File: config.mk
export PLATFORM = sky130hd
export DESIGN_NAME = alarm_clock_ctrl
export DESIGN_NICKNAME = d
export VERILOG_FILES = /design/src/rtl/clock_pkg.sv /design/src/rtl/bcd_wrap_counter.sv /design/src/rtl/alarm_clock_ctrl.sv
export SDC_FILE = /design/constraint.sdc
export NUM_CORES = 1
export LEC_CHECK = 0
export ABC_AREA = 1
export BUFFER_PORTS_ARGS = -buffer_cell sky130_fd_sc_hd__buf_2
export CAP_MARGIN = 20
export CORE_MARGIN = 3
export CORE_UTILIZATION = 26
export CTS_BUF_LIST = sky130_fd_sc_hd__clkbuf_16
export DETAILED_ROUTE_END_ITERATION = 12
export PLACE_DENSITY = 0.47
export REMOVE_ABC_BUFFERS = 1
export SLEW_MARGIN = 20
export SYNTH_ARGS = -nofsm -noshare
export SYNTH_HDL_FRONTEND = slang
export SYNTH_SLANG_ARGS = --single-unit
File: constraint.sdc
create_clock -name clkin -period 1.6 [get_ports clkin]
set_input_delay 0.16 -clock clkin [delete_from_list [all_inputs] [get_ports clkin]]
set_output_delay 0.16 -clock clkin [all_outputs]
set_load 0.02 [all_outputs]
File: src/rtl/clock_pkg.sv
// Shared types, BCD limits and the BCD increment helper for the alarm clock controller.
package clock_pkg;

   typedef enum logic [2:0] {
      RUN          = 3'd0,
      SET_HOUR     = 3'd1,
      SET_MIN      = 3'd2,
      SET_ALM_HOUR = 3'd3,
      SET_ALM_MIN  = 3'd4
   } mode_t;

   localparam logic [7:0] SEC_MAX  = 8'h59;
   localparam logic [7:0] MIN_MAX  = 8'h59;
   localparam logic [7:0] HOUR_MAX = 8'h23;

   // Wide enough for the largest ring timeout (255) and snooze interval (1023).
   localparam int TICK_W = 10;

   // Next BCD value with wrap at max; a low nibble of 9 or above always carries
   // so a corrupted digit can never persist.
   function automatic logic [7:0] bcd_next(input logic [7:0] v, input logic [7:0] max);
      if (v == max)
         return 8'h00;
      else if (v[3:0] >= 4'd9)
         return {v[7:4] + 4'd1, 4'h0};
      else
         return v + 8'd1;
   endfunction

endpackage

File: src/rtl/bcd_wrap_counter.sv
// Two-digit BCD counter that wraps at MAX; carry is high in the cycle an inc wraps it.
module bcd_wrap_counter
   import clock_pkg::*;
#(
   parameter logic [7:0] MAX = 8'h59
) (
   input  logic       clkin,
   input  logic       reset_n,
   input  logic       inc,
   input  logic       clr,
   output logic [7:0] value,
   output logic       carry
);

   assign carry = inc && (value == MAX);

   always_ff @(posedge clkin or negedge reset_n) begin
      if (!reset_n)
         value <= 8'h00;
      else if (clr)
         value <= 8'h00;
      else if (inc)
         value <= bcd_next(value, MAX);
   end

endmodule

File: src/rtl/alarm_clock_ctrl.sv
// Time-keeping, set-mode FSM and alarm ring control for the alarm clock.
// Optional snooze support is built when ALARM_SNOOZE_EN is defined.
module alarm_clock_ctrl
   import clock_pkg::*;
#(
   parameter int RING_TIMEOUT = 60,
   parameter int SNOOZE_TICKS = 300
) (
   input  logic       clkin,
   input  logic       reset_n,
   input  logic       tick_1hz,
   input  logic       btn_mode,
   input  logic       btn_inc,
   input  logic       btn_stop,
   input  logic       btn_snooze,
   input  logic       alarm_en,
   output logic [7:0] sec,
   output logic [7:0] min,
   output logic [7:0] hour,
   output logic [7:0] alm_min,
   output logic [7:0] alm_hour,
   output logic [2:0] mode,
   output logic       ring
);

   localparam logic [TICK_W-1:0] RING_LAST = TICK_W'(RING_TIMEOUT - 1);

   mode_t             mode_r;
   logic              tick_q;
   logic [TICK_W-1:0] ring_cnt;
   logic              time_run, mode_ev, inc_ev, match;
   logic              sec_c, min_c, hour_c, amin_c, ahour_c;
   logic              unused_carry;

   // Buttons are single-cycle pulses: each acts once, on the edge that samples it.
   assign time_run = tick_1hz && (mode_r == RUN || mode_r == SET_ALM_HOUR || mode_r == SET_ALM_MIN);
   assign mode_ev  = btn_mode && !ring;
   assign inc_ev   = btn_inc && !btn_mode && !ring;
   assign match    = tick_q && alarm_en && (sec == 8'h00) && (min == alm_min) && (hour == alm_hour);
   assign mode     = mode_r;
   assign unused_carry = hour_c | amin_c | ahour_c;

   bcd_wrap_counter #(.MAX(SEC_MAX)) u_sec (
      .clkin(clkin), .reset_n(reset_n), .inc(time_run),
      .clr(mode_ev && mode_r == SET_MIN), .value(sec), .carry(sec_c));

   bcd_wrap_counter #(.MAX(MIN_MAX)) u_min (
      .clkin(clkin), .reset_n(reset_n),
      .inc(sec_c || (inc_ev && mode_r == SET_MIN)),
      .clr(1'b0), .value(min), .carry(min_c));

   // Manual minute wraps must not ripple into the hour, so only running carries pass.
   bcd_wrap_counter #(.MAX(HOUR_MAX)) u_hour (
      .clkin(clkin), .reset_n(reset_n),
      .inc((min_c && time_run) || (inc_ev && mode_r == SET_HOUR)),
      .clr(1'b0), .value(hour), .carry(hour_c));

   bcd_wrap_counter #(.MAX(MIN_MAX)) u_alm_min (
      .clkin(clkin), .reset_n(reset_n), .inc(inc_ev && mode_r == SET_ALM_MIN),
      .clr(1'b0), .value(alm_min), .carry(amin_c));

   bcd_wrap_counter #(.MAX(HOUR_MAX)) u_alm_hour (
      .clkin(clkin), .reset_n(reset_n), .inc(inc_ev && mode_r == SET_ALM_HOUR),
      .clr(1'b0), .value(alm_hour), .carry(ahour_c));

   always_ff @(posedge clkin or negedge reset_n) begin
      if (!reset_n)
         mode_r <= RUN;
      else begin
         case (mode_r)
            RUN:          if (mode_ev) mode_r <= SET_HOUR;
            SET_HOUR:     if (mode_ev) mode_r <= SET_MIN;
            SET_MIN:      if (mode_ev) mode_r <= SET_ALM_HOUR;
            SET_ALM_HOUR: if (mode_ev) mode_r <= SET_ALM_MIN;
            SET_ALM_MIN:  if (mode_ev) mode_r <= RUN;
            default:      mode_r <= RUN;
         endcase
      end
   end

`ifdef ALARM_SNOOZE_EN
   localparam logic [TICK_W-1:0] SNOOZE_LOAD = TICK_W'(SNOOZE_TICKS);
   logic              snz_pend;
   logic [TICK_W-1:0] snz_cnt;
`else
   logic unused_snooze;
   assign unused_snooze = btn_snooze | (SNOOZE_TICKS == 0);
`endif

   // tick_q marks that the visible time was just advanced by a RUN tick; the
   // alarm compare uses it so only tick-driven arrivals can ring.
   always_ff @(posedge clkin or negedge reset_n) begin
      if (!reset_n) begin
         ring     <= 1'b0;
         tick_q   <= 1'b0;
         ring_cnt <= '0;
`ifdef ALARM_SNOOZE_EN
         snz_pend <= 1'b0;
         snz_cnt  <= '0;
`endif
      end else begin
         tick_q <= tick_1hz && (mode_r == RUN);
         if (ring) begin
            if (!alarm_en || btn_stop) begin
               ring     <= 1'b0;
               ring_cnt <= '0;
            end
`ifdef ALARM_SNOOZE_EN
            else if (btn_snooze) begin
               ring     <= 1'b0;
               ring_cnt <= '0;
               snz_pend <= 1'b1;
               snz_cnt  <= SNOOZE_LOAD;
            end
`endif
            else if (tick_1hz) begin
               if (ring_cnt == RING_LAST) begin
                  ring     <= 1'b0;
                  ring_cnt <= '0;
               end else
                  ring_cnt <= ring_cnt + TICK_W'(1);
            end
         end else if (match) begin
            ring     <= 1'b1;
            ring_cnt <= '0;
`ifdef ALARM_SNOOZE_EN
            snz_pend <= 1'b0;
`endif
         end
`ifdef ALARM_SNOOZE_EN
         else if (snz_pend) begin
            if (!alarm_en || btn_stop) begin
               snz_pend <= 1'b0;
               snz_cnt  <= '0;
            end else if (snz_cnt == '0) begin
               ring     <= 1'b1;
               ring_cnt <= '0;
               snz_pend <= 1'b0;
            end else if (tick_1hz)
               snz_cnt <= snz_cnt - TICK_W'(1);
         end
`endif
      end
   end

endmodule

# Word level (Yosys, flattened, before mapping)

Index checks and enable logic that the tools add are counted.

Register bits after elaboration: 55
Bits of input ports: 8

Add/subtract/negate cells: 11
Order comparisons: 5
Eq/ne operators: 18
Mux-type cells: 28
Reductions and logical operators: 31

Operator list:

| kind                                                 | count |
|---|---|
| 2-to-1 mux 8 bit                                     | 12 |
| 2-to-1 mux 10 bit                                    | 5 |
| adder 8 x 1 -> 8 bit, second input constant          | 5 |
| equality test 8 x 7 -> 1 bit, second input constant  | 3 |
| adder 4 x 1 -> 4 bit, second input constant          | 5 |
| >= comparator 4 bit, second input constant           | 5 |
| logical AND 1 bit                                    | 17 |
| equality test 8 x 6 -> 1 bit, second input constant  | 2 |
| equality test 8 bit                                  | 2 |
| 2-to-1 mux 3 bit                                     | 5 |
| case mux 3 bit (5 select lines)                      | 1 |
| adder 10 x 1 -> 10 bit, second input constant        | 1 |
| equality test 10 x 6 -> 1 bit, second input constant | 1 |
| != test 2 bit, second input constant                 | 5 |
| zero test 8 bit                                      | 1 |
| equality test 3 x 2 -> 1 bit, second input constant  | 2 |
| logical OR 1 bit                                     | 5 |
| 2-to-1 mux 1 bit                                     | 5 |
| AND reduction 5 bit                                  | 1 |
| nonzero test 2 bit                                   | 2 |
| equality test 3 x 1 -> 1 bit, second input constant  | 1 |
| equality test 3 bit, second input constant           | 1 |
| zero test 1 bit                                      | 3 |
| zero test 3 bit                                      | 1 |
| 2 further kinds                                      | 2 |

# Longest topological paths before layout

Gate-level depths: netlist of the first run.

Word-level depth: 9
Gate-level depth with buffers: 12
Mapped depth without buffers: 12

# By module

Synthesis of the first run repeated with hierarchy kept, for this count alone.

Cell total of the unflattened synthesis: 590
Area, all modules: 4102.7 um2

By module, submodules not included:

| module                            | instances | cells an instance | area an instance (um2) | seq. area each (um2) |
|---|---|---|---|---|
| bcd_wrap_counter (u_alm_min ...)  | 3         | 74                | 584.3                  | 200.2 |
| alarm_clock_ctrl                  | 1         | 214               | 1238.7                 | 375.4 |
| bcd_wrap_counter (u_alm_hour ...) | 2         | 77                | 555.5                  | 200.2 |

# Worst setup path before layout of the first run

OpenSTA, ideal clock, no wires.

Path type: register to register
Start: register u_sec.value[0]
End: register ring_cnt[3]
Data arrival time: 1570 ps
Data required time: 1534 ps
Slack: -36 ps
Cell stages (with the launch flop): 13
Buffers on the path: 1
Clock period less this slack: 1636 ps
Cell sequence: dfrtp_1 inv_1 ha_1 nand2_1 inv_1 nand2_1 nor2_1 nand2_1 nor2_1 nand3_1 clkbuf_1 nand3_1 nand2_1

Word-level cells in the longest chain between the ends: 6

Ends and longest elaborated chain:

| what                                 | line                    | RTL |
|---|---|---|
| from (decl)                          | bcd_wrap_counter.sv:11  | `output logic [7:0] value,` |
| from (signal assigned)               | bcd_wrap_counter.sv:23  | `value <= bcd_next(value, MAX);` |
| zero test 8 bit                      | alarm_clock_ctrl.sv:39  | `assign match = tick_q && alarm_en && (sec == 8'h00) && (min == alm_min) && (hour == alm_hour);` |
| logical AND 1 bit (3 in series)      | alarm_clock_ctrl.sv:39  |  |
| nonzero test 2 bit (no source line)  | -                       |  |
| AND reduction 2 bit (no source line) | -                       |  |
| to (signal assigned)                 | alarm_clock_ctrl.sv:121 | `ring_cnt <= ring_cnt + TICK_W'(1);` |
| to (decl)                            | alarm_clock_ctrl.sv:30  | `logic [TICK_W-1:0] ring_cnt;` |

No other way between the ends.
A chain may end at the register's enable or synchronous reset.

# Worst setup path after layout of the first run

Start: register u_sec.value[1]
End: register ring_cnt[3]

Same word-level chain as after synthesis.

==> summary.txt, run 1 <==
Setup path
  – Crit Path Max Fanout: 8
  – Crit path max-delay family: simple AND/OR/NAND/NOR gates
  – CP dominant cell by count: nand2_2
  – Crit path largest cell delay: 0.39 ns
  – FF-to-FF path depth: 13
  – Worst setup SP type: flop
  – Critical Path, Cell by Cell: inv_2 -> ha_4 -> nand2_2 -> inv_2 -> nand2_2 -> nor2_2 -> nand2_1 -> nor2_2 -> nand3_2 -> nand2_2 -> buf_12 -> nand2_4 -> nand2_2
  – CP Capture Type: flop
  – Required @ worst endpoint: 1.84 ns
  – Worst endpoint data arrival time: 1.83 ns
  – WP buf/inv: 3
  – Crit Path Category: flop to flop
  – CP max-delay cell: dfrtp_1
  – Critical path depth: 13

GRT
  – Met2 usage: 23.7%
  – First-pass GRT wire length: 19,300 µm
  – Gr busiest metal: met2
  – Initial antenna violation count: 0
  – Met3 Use GR: 2.62%
  – Largest net degree at the start of global routing: 56
  – Grt total ovfl: 0
  – All-Layer GR Usage: 14.4%
  – Number of global-route vias before repair: 3,876
  – Met1 Usage GRT: 19.5%

Timing
  – Crit path time final: 1.59 ns
  – Period utilisation layout: 99.2%
  – Final Hold Viols: 0
  – Rel. slew slack: 73.9%
  – Final WS setup: 0.0130 ns
  – RSZ-0062 raised after global routing: yes
  – Final setup skew: 0.00585 ns
  – Worst-Margin Slew: 0.388 ns
  – Setup violations, final: 0
  – Slew Limit Fails: 0
  – Fmax achieved: 630 MHz

Synthesis
  – Synthesized cell area: 3900 µm²
  – Synthesized flop and latch total: 55
  – Top_reg_cell synth: dfrtp_1
  – Register area share after synthesis: 35.3%
  – Syn Area/Cell: 6.98 µm²
  – Yosys warning total: 0
  – Syn Inst Count: 559
  – Async set-reset flop share out of synthesis: 100%
  – Number of flops mapped to enable cells by yosys: 0
  – Unique masters post-synth: 30

Cells and area
  – Fin cells: 877
  – Share of cells above drive strength 1: 31.6%
  – Ant diodes: 0
  – Area grow syn2layout: 37.0%
  – Commonest cells after routing, fill and taps aside: 144 x nand2_1, 72 x buf_4, 62 x inv_1
  – Fill cell count: 1,560
  – Post-route cell area: 5350 µm²
  – Commonest non-fill, non-tap cell in the layout: nand2_1
  – Final net count: 730

Detailed routing
  – TritonRoute pass-1 iters: 4
  – Post-DRT Antenna Nets: 0
  – Routed WL: 11,600 µm
  – Routed WL per cell: 13.2 µm
  – Routed vias: 4,003
  – Drt drc: 0
  – Drt initial violations: 232
  – Vias/cell: 4.56

Clock tree
  – Clk pin slew, worst setup/hold paths: 0.07 ns
  – Clock buffer depth: 2
  – Worst-Skew Late Latency: 0.30 ns
  – TritonCTS clock tree: yes
  – Htree depth: 2
  – CTS root buffer: clkbuf_16
  – Clock tree sinks: 55
  – Num CTS Buffers: 5

Placement
  – Inst Count DP: 855
  – DP Area: 4870 µm²
  – DP Worst Slack: -0.0433 ns
  – GP Congestion: 0.857
  – Detailed placement HPWL: 8680 µm
  – PortBufs: 50

Power and ir drop
  – Worst VDD drop: 0.689 mV
  – Cell leakage power: 0.00274 µW
  – Power density over the cells: 1530 nW/µm²

Die
  – DIE WIDTH: 129 µm
  – Die area: 16,500 µm²
  – Initial Util: 26.8%
  – I/O pins: 52
  – Row count: 44
  – Core area: 14,600 µm²
  – Die height: 129 µm

Hold path
  – Hold depth: 3
  – Hold Crit Class: input port to flop

Flow run
  – Max Cap Viol: 0

Status
  – Status: finished clean
## cell type report
cell class	count	area (µm²)	share of cell area, %
Clock inverter	1	3.75	0.0702
Inverter	78	295	5.52
Clock buffer	5	125	2.34
Tap cell	184	230	4.30
Timing Repair Buffer	131	902	16.9
Sequential cell	55	1390	25.9
Multi-Input combinational cell	423	2410	45.0
## path summary, 6_finish.rpt
| path | start | end | slack [ns] |
|---|---|---|---|
| worst max-delay path | u_sec.value[1] | ring_cnt[3] | 0.01 |
| worst min-delay path | tick_1hz | tick_q | 0.21 |
| worst max register to register | u_sec.value[1] | ring_cnt[3] | 0.01 |
| worst min register to register | ring_cnt[1] | ring_cnt[1] | 0.55 |
| max in group asynchronous | reset_n | u_hour.value[0] | 0.93 |
| min in group asynchronous | reset_n | ring_cnt[5] | 0.39 |
## sequential cells by signal, indices dropped and copies added, names as in the netlist
name	flops
u_min.value	8
u_alm_hour.value	8
u_sec.value	8
u_hour.value	8
ring	1
ring_cnt	10
tick_q	1
u_alm_min.value	8
mode	3
## per-layer routing
| layer | vias to the layer above | part of all wire (%) |
|---|---|---|
| met5 | - | 0 |
| met4 | 0 | 1.1 |
| met3 | 7 | 3.7 |
| met2 | 59 | 48 |
| met1 | 1883 | 48 |
| li1 | 2054 | - |
## synth_stat cells (2+ instances only)
library cell,instances,area (µm²)
a21oi_1,15,75.1
buf_6,2,22.5
dfrtp_1,55,1380
ha_1,28,350
inv_1,72,270
inv_2,5,18.8
nand2_1,159,597
nand2_2,5,31.3
nand3_1,59,295
nand4_1,13,81.3
nor2_1,67,251
nor2_4,4,45.0
nor3_1,17,85.1
nor3b_1,2,15.0
o211ai_1,2,15.0
o21ai_0,22,110
o21bai_1,2,15.0
o22ai_1,2,12.5
or2_2,3,18.8
xnor2_1,4,35.0
xor2_1,12,105
## power breakdown
part / total [µW] / internal [µW] / switching [µW] / leakage (µW)
clock network: 1090 / 560 / 526 / 0.0000669
registers: 2240 / 1810 / 430 / 0.000700
logic: 4850 / 2000 / 2850 / 0.00197
## worst register-to-register path, delay by kind of cell, from the launching register on
kind                       cells  cell delay (ns)
and+or+nand+nor                9             0.72
adders and majority gates      1             0.15
buffers and inverters          3             0.29
DFF                            1             0.39
## cell families (layout without fill, tap and decap cells)
group           count (synthesis)  count (layout)  share of synthesized area (%)
simple gates                  334             335                           37.6
xor+xnor                       16              16                           3.59
compound gates                 44              44                           6.25
flops                          55              55                           35.3
buf+inv                        82             215                           8.37
fa+ha+maj                      28              28                           8.97
## timing repair
action	CTS	global route
setup buffers	1	11
gates cloned	1	2
setup endpoints to repair	26	41
resized for setup	33	46
hold buffers	1	0
pin swaps	3	16
endpoints found under the hold margin	55	0
## stage by stage
stage / hold WS [ns] / setup TNS, ns / utilization (%) / total power, µW
final: 0.208 / 0 / 36.7 / 8180
after detailed placement: 0.196 / -0.735 / 33.4 / 6640
after global placement: 0.196 / -0.0358 / 33.4 / 6580
after CTS: 0.203 / -0.0000571 / 35.2 / 7900
after floorplan: -0.136 / -2.35 / - / 4710
after global routing: 0.228 / -2.23 / 36.7 / 8950
Power figures use the tool's default switching activity.
==> run 2, diff against run 1 <==
--- a/config.mk
+++ b/config.mk
@@ -8,6 +8,7 @@
 export ABC_AREA = 1
 export BUFFER_PORTS_ARGS = -buffer_cell sky130_fd_sc_hd__buf_2
 export CAP_MARGIN = 20
+export CORE_ASPECT_RATIO = 2
 export CORE_MARGIN = 3
 export CORE_UTILIZATION = 26
 export CTS_BUF_LIST = sky130_fd_sc_hd__clkbuf_16
==> summary.txt, run 2 (synthesized netlist as in run 1, its figures left out) <==
Status
  – Status: finished clean

Setup path
  – Crit Path Max Fanout: 8
  – Crit Path Category: flop to flop
  – CP dominant cell by count: buf_4
  – FF-to-FF End: u_min.value[2]
  – Crit path max-delay family: buffers and inverters
  – R2R Setup Slk: 0.005 ns
  – Critical R2R Launch: u_sec.value[4]
  – CP max-delay cell: dfrtp_1
  – Critical Path, Cell by Cell: buf_4 -> ha_1 -> nand3_2 -> nor2_4 -> nand2_2 -> nand2_4 -> buf_8 -> buf_4 -> a21oi_1 -> nor2_1
  – Crit path largest cell delay: 0.41 ns
  – Required @ worst endpoint: 1.80 ns
  – WP buf/inv: 3
  – CP Capture Type: flop
  – Worst setup SP type: flop
  – Worst endpoint data arrival time: 1.79 ns
  – FF-to-FF path depth: 10

Clock tree
  – Htree depth: 2
  – CTS root buffer: clkbuf_16
  – Clock buffer depth: 2
  – TritonCTS clock tree: yes
  – Num CTS Buffers: 5
  – Worst-Skew Late Latency: 0.30 ns
  – Clk pin slew, worst setup/hold paths: 0.08 ns
  – Clock tree sinks: 55

Timing
  – Final setup skew: 0.00575 ns
  – WHS: 0.239 ns
  – Worst-Margin Slew: 0.424 ns
  – Slew Limit Fails: 0
  – Rel. slew slack: 71.5%
  – Crit path time final: 1.59 ns
  – Fmax achieved: 627 MHz
  – Period utilisation layout: 99.7%
  – Final Hold Viols: 0
  – Setup violations, final: 0
  – RSZ-0062 raised after global routing: yes

Die
  – I/O pins: 52
  – Row count: 62
  – DIE WIDTH: 92.6 µm
  – Die height: 179 µm
  – Die area: 16,600 µm²
  – Core area: 14,500 µm²
  – Initial Util: 26.9%

GRT
  – Initial antenna violation count: 0
  – All-Layer GR Usage: 15.6%
  – Grt total ovfl: 0
  – Number of global-route vias before repair: 4,315
  – Largest net degree at the start of global routing: 41
  – First-pass GRT wire length: 20,500 µm

Hold path
  – Hold depth: 3
  – Hold Crit Class: input port to flop
  – Hold path startpoint: tick_1hz
  – Worst min-delay path endpoint: tick_q

Detailed routing
  – Drt initial violations: 151
  – Routed WL per cell: 14.0 µm
  – Routed WL: 12,800 µm
  – TritonRoute pass-1 iters: 4
  – Post-DRT Antenna Nets: 0
  – Routed vias: 4,187
  – Vias/cell: 4.60
  – Drt drc: 0

Placement
  – DP Area: 5070 µm²
  – PortBufs: 50
  – Inst Count DP: 889
  – Detailed placement HPWL: 9920 µm
  – GP Congestion: 0.875

Power and ir drop
  – Logic pwr share: 59.7%
  – P_sw: 4020 µW
  – Power density over the cells: 1560 nW/µm²
  – Pint: 4770 µW
  – Seq pwr share: 25.1%
  – Cell leakage power: 0.00284 µW
  – Worst VDD drop: 0.509 mV
  – Clk pwr share: 15.2%
  – Switching Fraction: 45.7%

Flow run
  – Max Cap Viol: 0

Cells and area
  – Fin cells: 911
  – Post-route cell area: 5630 µm²
  – Commonest cells after routing, fill and taps aside: 144 x nand2_1, 98 x buf_4, 63 x inv_1
  – Largest reg by FF count: ring_cnt
  – Max reg flops: 10
  – Area grow syn2layout: 44.2%
  – Commonest non-fill, non-tap cell in the layout: nand2_1
  – Share of cells above drive strength 1: 33.7%
  – Ant diodes: 0
  – Fill cell count: 1,560
  – Final net count: 754
==> run 2: changes by cell type in the layout (fill, tap and decap cells not counted), sizes merged <==
| cell | previous run | this run |
|---|---|---|
| bufinv | 0 | 1 |
| buf | 130 | 154 |
| clkinv | 0 | 1 |
==> run 2: final cells by class <==
| class | instances | area (µm²) | share of cell area (%) |
|---|---|---|---|
| Clock buffer | 5 | 125 | 2.22 |
| Clock inverter | 3 | 47.5 | 0.845 |
| Inverter | 78 | 303 | 5.38 |
| Tap cell | 192 | 240 | 4.27 |
| Multi-Input combinational cell | 423 | 2460 | 43.7 |
| Sequential cell | 55 | 1380 | 24.5 |
| Timing Repair Buffer | 155 | 1080 | 19.1 |
==> run 2: what timing repair did <==
action | CTS | global route
gates resized for setup | 16 | 72
hold buffers | 1 | 0
cloned | 2 | 0
setup buffers | 5 | 6
pin swaps | 7 | 19
endpoints found under the hold margin | 15 | 0
setup endpoints to repair | 29 | 39
==> run 2: worst max-delay path by stage <==
stage,start,endpoint,slack (ns),cells past startpoint
finish,u_sec.value[4],u_min.value[2],0.005,10
global route,u_sec.value[1],ring_cnt[6],-0.07,12
detailed placement,u_sec.value[1],ring_cnt[7],-0.28,12
floorplan,u_sec.value[0],ring_cnt[2],-0.17,12
CTS,u_sec.value[1],ring_cnt[6],-0.12,12
global placement,u_sec.value[4],ring_cnt[2],-0.27,12
==> run 2: worst min-delay path, delay by kind of cell <==
kind	cells	cell delay [ns]
buffers and inverters	2	0.26
AND/OR/NAND/NOR	1	0.07
==> run 2: per-stage QoR <==
stage | total power (µW) | worst slack (ns) | utilization (%) | TNS [ns]
final | 8790 | 0.00508 | 38.8 | 0
after floorplan | 4710 | -0.171 | - | -2.35
after global placement | 6900 | -0.274 | 34.9 | -3.33
after detailed placement | 6960 | -0.281 | 34.9 | -3.89
after CTS | 8460 | -0.118 | 36.8 | -1.14
after global routing | 9500 | -0.0690 | 38.8 | -1.17
==> run 2: power groups by stage <==
stage	clock network (µW)	registers (µW)	logic [µW]
4_1_cts	1380	2210	4860
2_1_floorplan	0	2820	1900
3_3_place_gp	0	2240	4660
5_1_grt	1430	2260	5810
6_report	1340	2210	5250
3_5_place_dp	0	2240	4710
==> run 2: layer usage <==
| metal | GRT usage, % | vias up | part of all wire (%) |
|---|---|---|---|
| li1 | - | 2103 | - |
| met4 | 8.13 | 0 | 3.6 |
| met5 | 0 | - | 0 |
| met3 | 1.93 | 32 | 2.7 |
| met2 | 31.4 | 89 | 58 |
| met1 | 14.9 | 1963 | 36 |
==> run 3, diff against run 2 <==
--- a/config.mk
+++ b/config.mk
@@ -18,4 +18,5 @@
 export SLEW_MARGIN = 20
 export SYNTH_ARGS = -nofsm -noshare
 export SYNTH_HDL_FRONTEND = slang
+export SYNTH_HIERARCHICAL = 1
 export SYNTH_SLANG_ARGS = --single-unit
==> summary.txt, run 3 <==
Setup path
  – Required @ worst endpoint: 1.83 ns
  – FF-to-FF path depth: 17
  – Crit path largest cell delay: 0.41 ns
  – Worst setup SP type: flop
  – Crit Path Max Fanout: 4
  – Critical Path, Cell by Cell: inv_2 -> nor2_4 -> nand2_2 -> a21oi_2 -> inv_1 -> nor2_2 -> o21bai_4 -> inv_1 -> nor2_1 -> nand2_1 -> o21ai_2 -> nor2_4 -> nor2_1 -> nand3b_1 -> nand2_1 -> nand2_1 -> nor2_1
  – FF-to-FF End: u_hour/value[7]
  – R2R Setup Slk: -0.37 ns
  – CP max-delay cell: dfrtp_1
  – CP Capture Type: flop
  – Critical R2R Launch: mode[1]
  – Crit Path Category: flop to flop
  – Worst endpoint data arrival time: 2.20 ns

Status
  – Status: finished with violations
  – Violations in the final reports: negative setup slack

Cells and area
  – Commonest cells after routing, fill and taps aside: 132 x nand2_1, 85 x buf_4, 83 x inv_1
  – Fill cell count: 1,575
  – Commonest non-fill, non-tap cell in the layout: nand2_1
  – Share of cells above drive strength 1: 38.3%
  – Ant diodes: 0
  – Final Util: 39.4%
  – Area grow syn2layout: 46.6%
  – Final net count: 783
  – Largest reg by FF count: ring_cnt
  – Max reg flops: 10

Placement
  – PortBufs: 50
  – Detailed placement HPWL: 9050 µm
  – DP Worst Slack: -0.510 ns
  – GP Congestion: 0.850

GRT
  – Largest net degree at the start of global routing: 56
  – Grt total ovfl: 0
  – Number of global-route vias before repair: 4,276
  – Initial antenna violation count: 0
  – All-Layer GR Usage: 14.4%
  – First-pass GRT wire length: 19,900 µm

Clock tree
  – CTS root buffer: clkbuf_16
  – Clk pin slew, worst setup/hold paths: 0.07 ns
  – Clock buffer depth: 2
  – Worst-Skew Late Latency: 0.30 ns
  – TritonCTS clock tree: yes
  – Clock tree sinks: 55
  – Htree depth: 2
  – Num CTS Buffers: 5

Detailed routing
  – Vias/cell: 4.43
  – Drt initial violations: 138
  – TritonRoute pass-1 iters: 4
  – Post-DRT Antenna Nets: 0
  – Routed vias: 4,186
  – Drt drc: 0
  – Routed WL per cell: 12.7 µm
  – Routed WL: 12,000 µm

Hold path
  – Hold path startpoint: tick_1hz
  – Hold depth: 3
  – Worst min-delay path endpoint: tick_q
  – Hold Crit Class: input port to flop

Timing
  – RSZ-0062 raised after global routing: yes
  – Rel. slew slack: 46.9%
  – Period utilisation layout: 123%
  – Slew Limit Fails: 0
  – Final WS setup: -0.375 ns
  – Setup violations, final: 38
  – WHS: 0.219 ns
  – Final Hold Viols: 0
  – Final setup skew: 0.00602 ns
  – Worst-Margin Slew: 0.791 ns
  – Crit path time final: 1.97 ns
  – Fmax achieved: 506 MHz

Die
  – Core area: 15,100 µm²
  – Die area: 17,200 µm²
  – DIE WIDTH: 94.3 µm
  – I/O pins: 52
  – Die height: 183 µm
  – Initial Util: 26.9%
  – Row count: 63

Power and ir drop
  – Power density over the cells: 940 nW/µm²
  – Overall Power: 5580 µW
  – Cell leakage power: 0.00311 µW
  – Worst VDD drop: 0.470 mV

Synthesis
  – Syn Area/Cell: 7.01 µm²
  – Syn Inst Count: 578
  – Synthesized cell area: 4050 µm²
  – Yosys warning total: 6

Flow run
  – Max Cap Viol: 0
-- run 3: final cells by class --
class | instances | area [µm²] | area share [%]
clock buffers | 5 | 125 | 2.11
clock inverters | 3 | 12.5 | 0.211
inverters | 102 | 405 | 6.83
multi-input cells | 426 | 2600 | 43.8
flip-flops and latches | 55 | 1380 | 23.2
well taps | 195 | 244 | 4.11
repair buffers | 157 | 1160 | 19.5
repair inverters | 2 | 15.0 | 0.253
-- run 3: critical path, delay by kind of cell, from the launching register on --
kind | cells | cell delay [ns]
flops | 1 | 0.41
buf+inv | 3 | 0.19
compound gates | 3 | 0.40
simple gates | 11 | 0.92
-- run 3: what timing repair did --
action                                  in CTS  in global routing
buffers inserted                             9                 16
endpoints found under the hold margin       55                  0
hold buffers                                 1                  0
endpoints found under the setup margin      45                 50
gates cloned                                 3                  1
pin swaps                                   25                 23
gates resized for setup                     59                 56
-- run 3: where the power goes --
| part | switching, µW | total (µW) | internal [µW] |
|---|---|---|---|
| logic | 1550 | 2820 | 1280 |
| clock network | 517 | 1090 | 569 |
| registers | 124 | 1670 | 1550 |
| total | 2190 | 5580 | 3390 |
-- run 3: worst max path at each step --
stage               slack [ns]      startpoint         endpoint  depth (start not counted)
floorplan                -0.58         mode[1]  u_hour/value[6]                         17
global route             -0.57         mode[1]  u_hour/value[7]                         17
global placement         -0.41  u_sec/value[1]  u_hour/value[6]                         17
CTS                      -0.32         mode[1]  u_hour/value[6]                         17
detailed placement       -0.51         mode[1]  u_hour/value[6]                         17
finish                   -0.37         mode[1]  u_hour/value[7]                         17
-- run 3: stage by stage --
stage | instances | instance area [µm²] | setup TNS [ns]
after detailed placement | 912 | 5180 | -8.51
after CTS | 933 | 5650 | -6.15
after global routing | 945 | 5940 | -11.16
final | 945 | 5940 | -7.02
after global placement | 912 | 5180 | -6.82
after floorplan | 582 | 4040 | -6.27
-- run 3: metal layers --
metal	GRT usage, %	part of all wire, %
met1	14.9	38
met2	28.2	57
met3	1.36	2.0
met4	6.54	3.2
met5	0	0
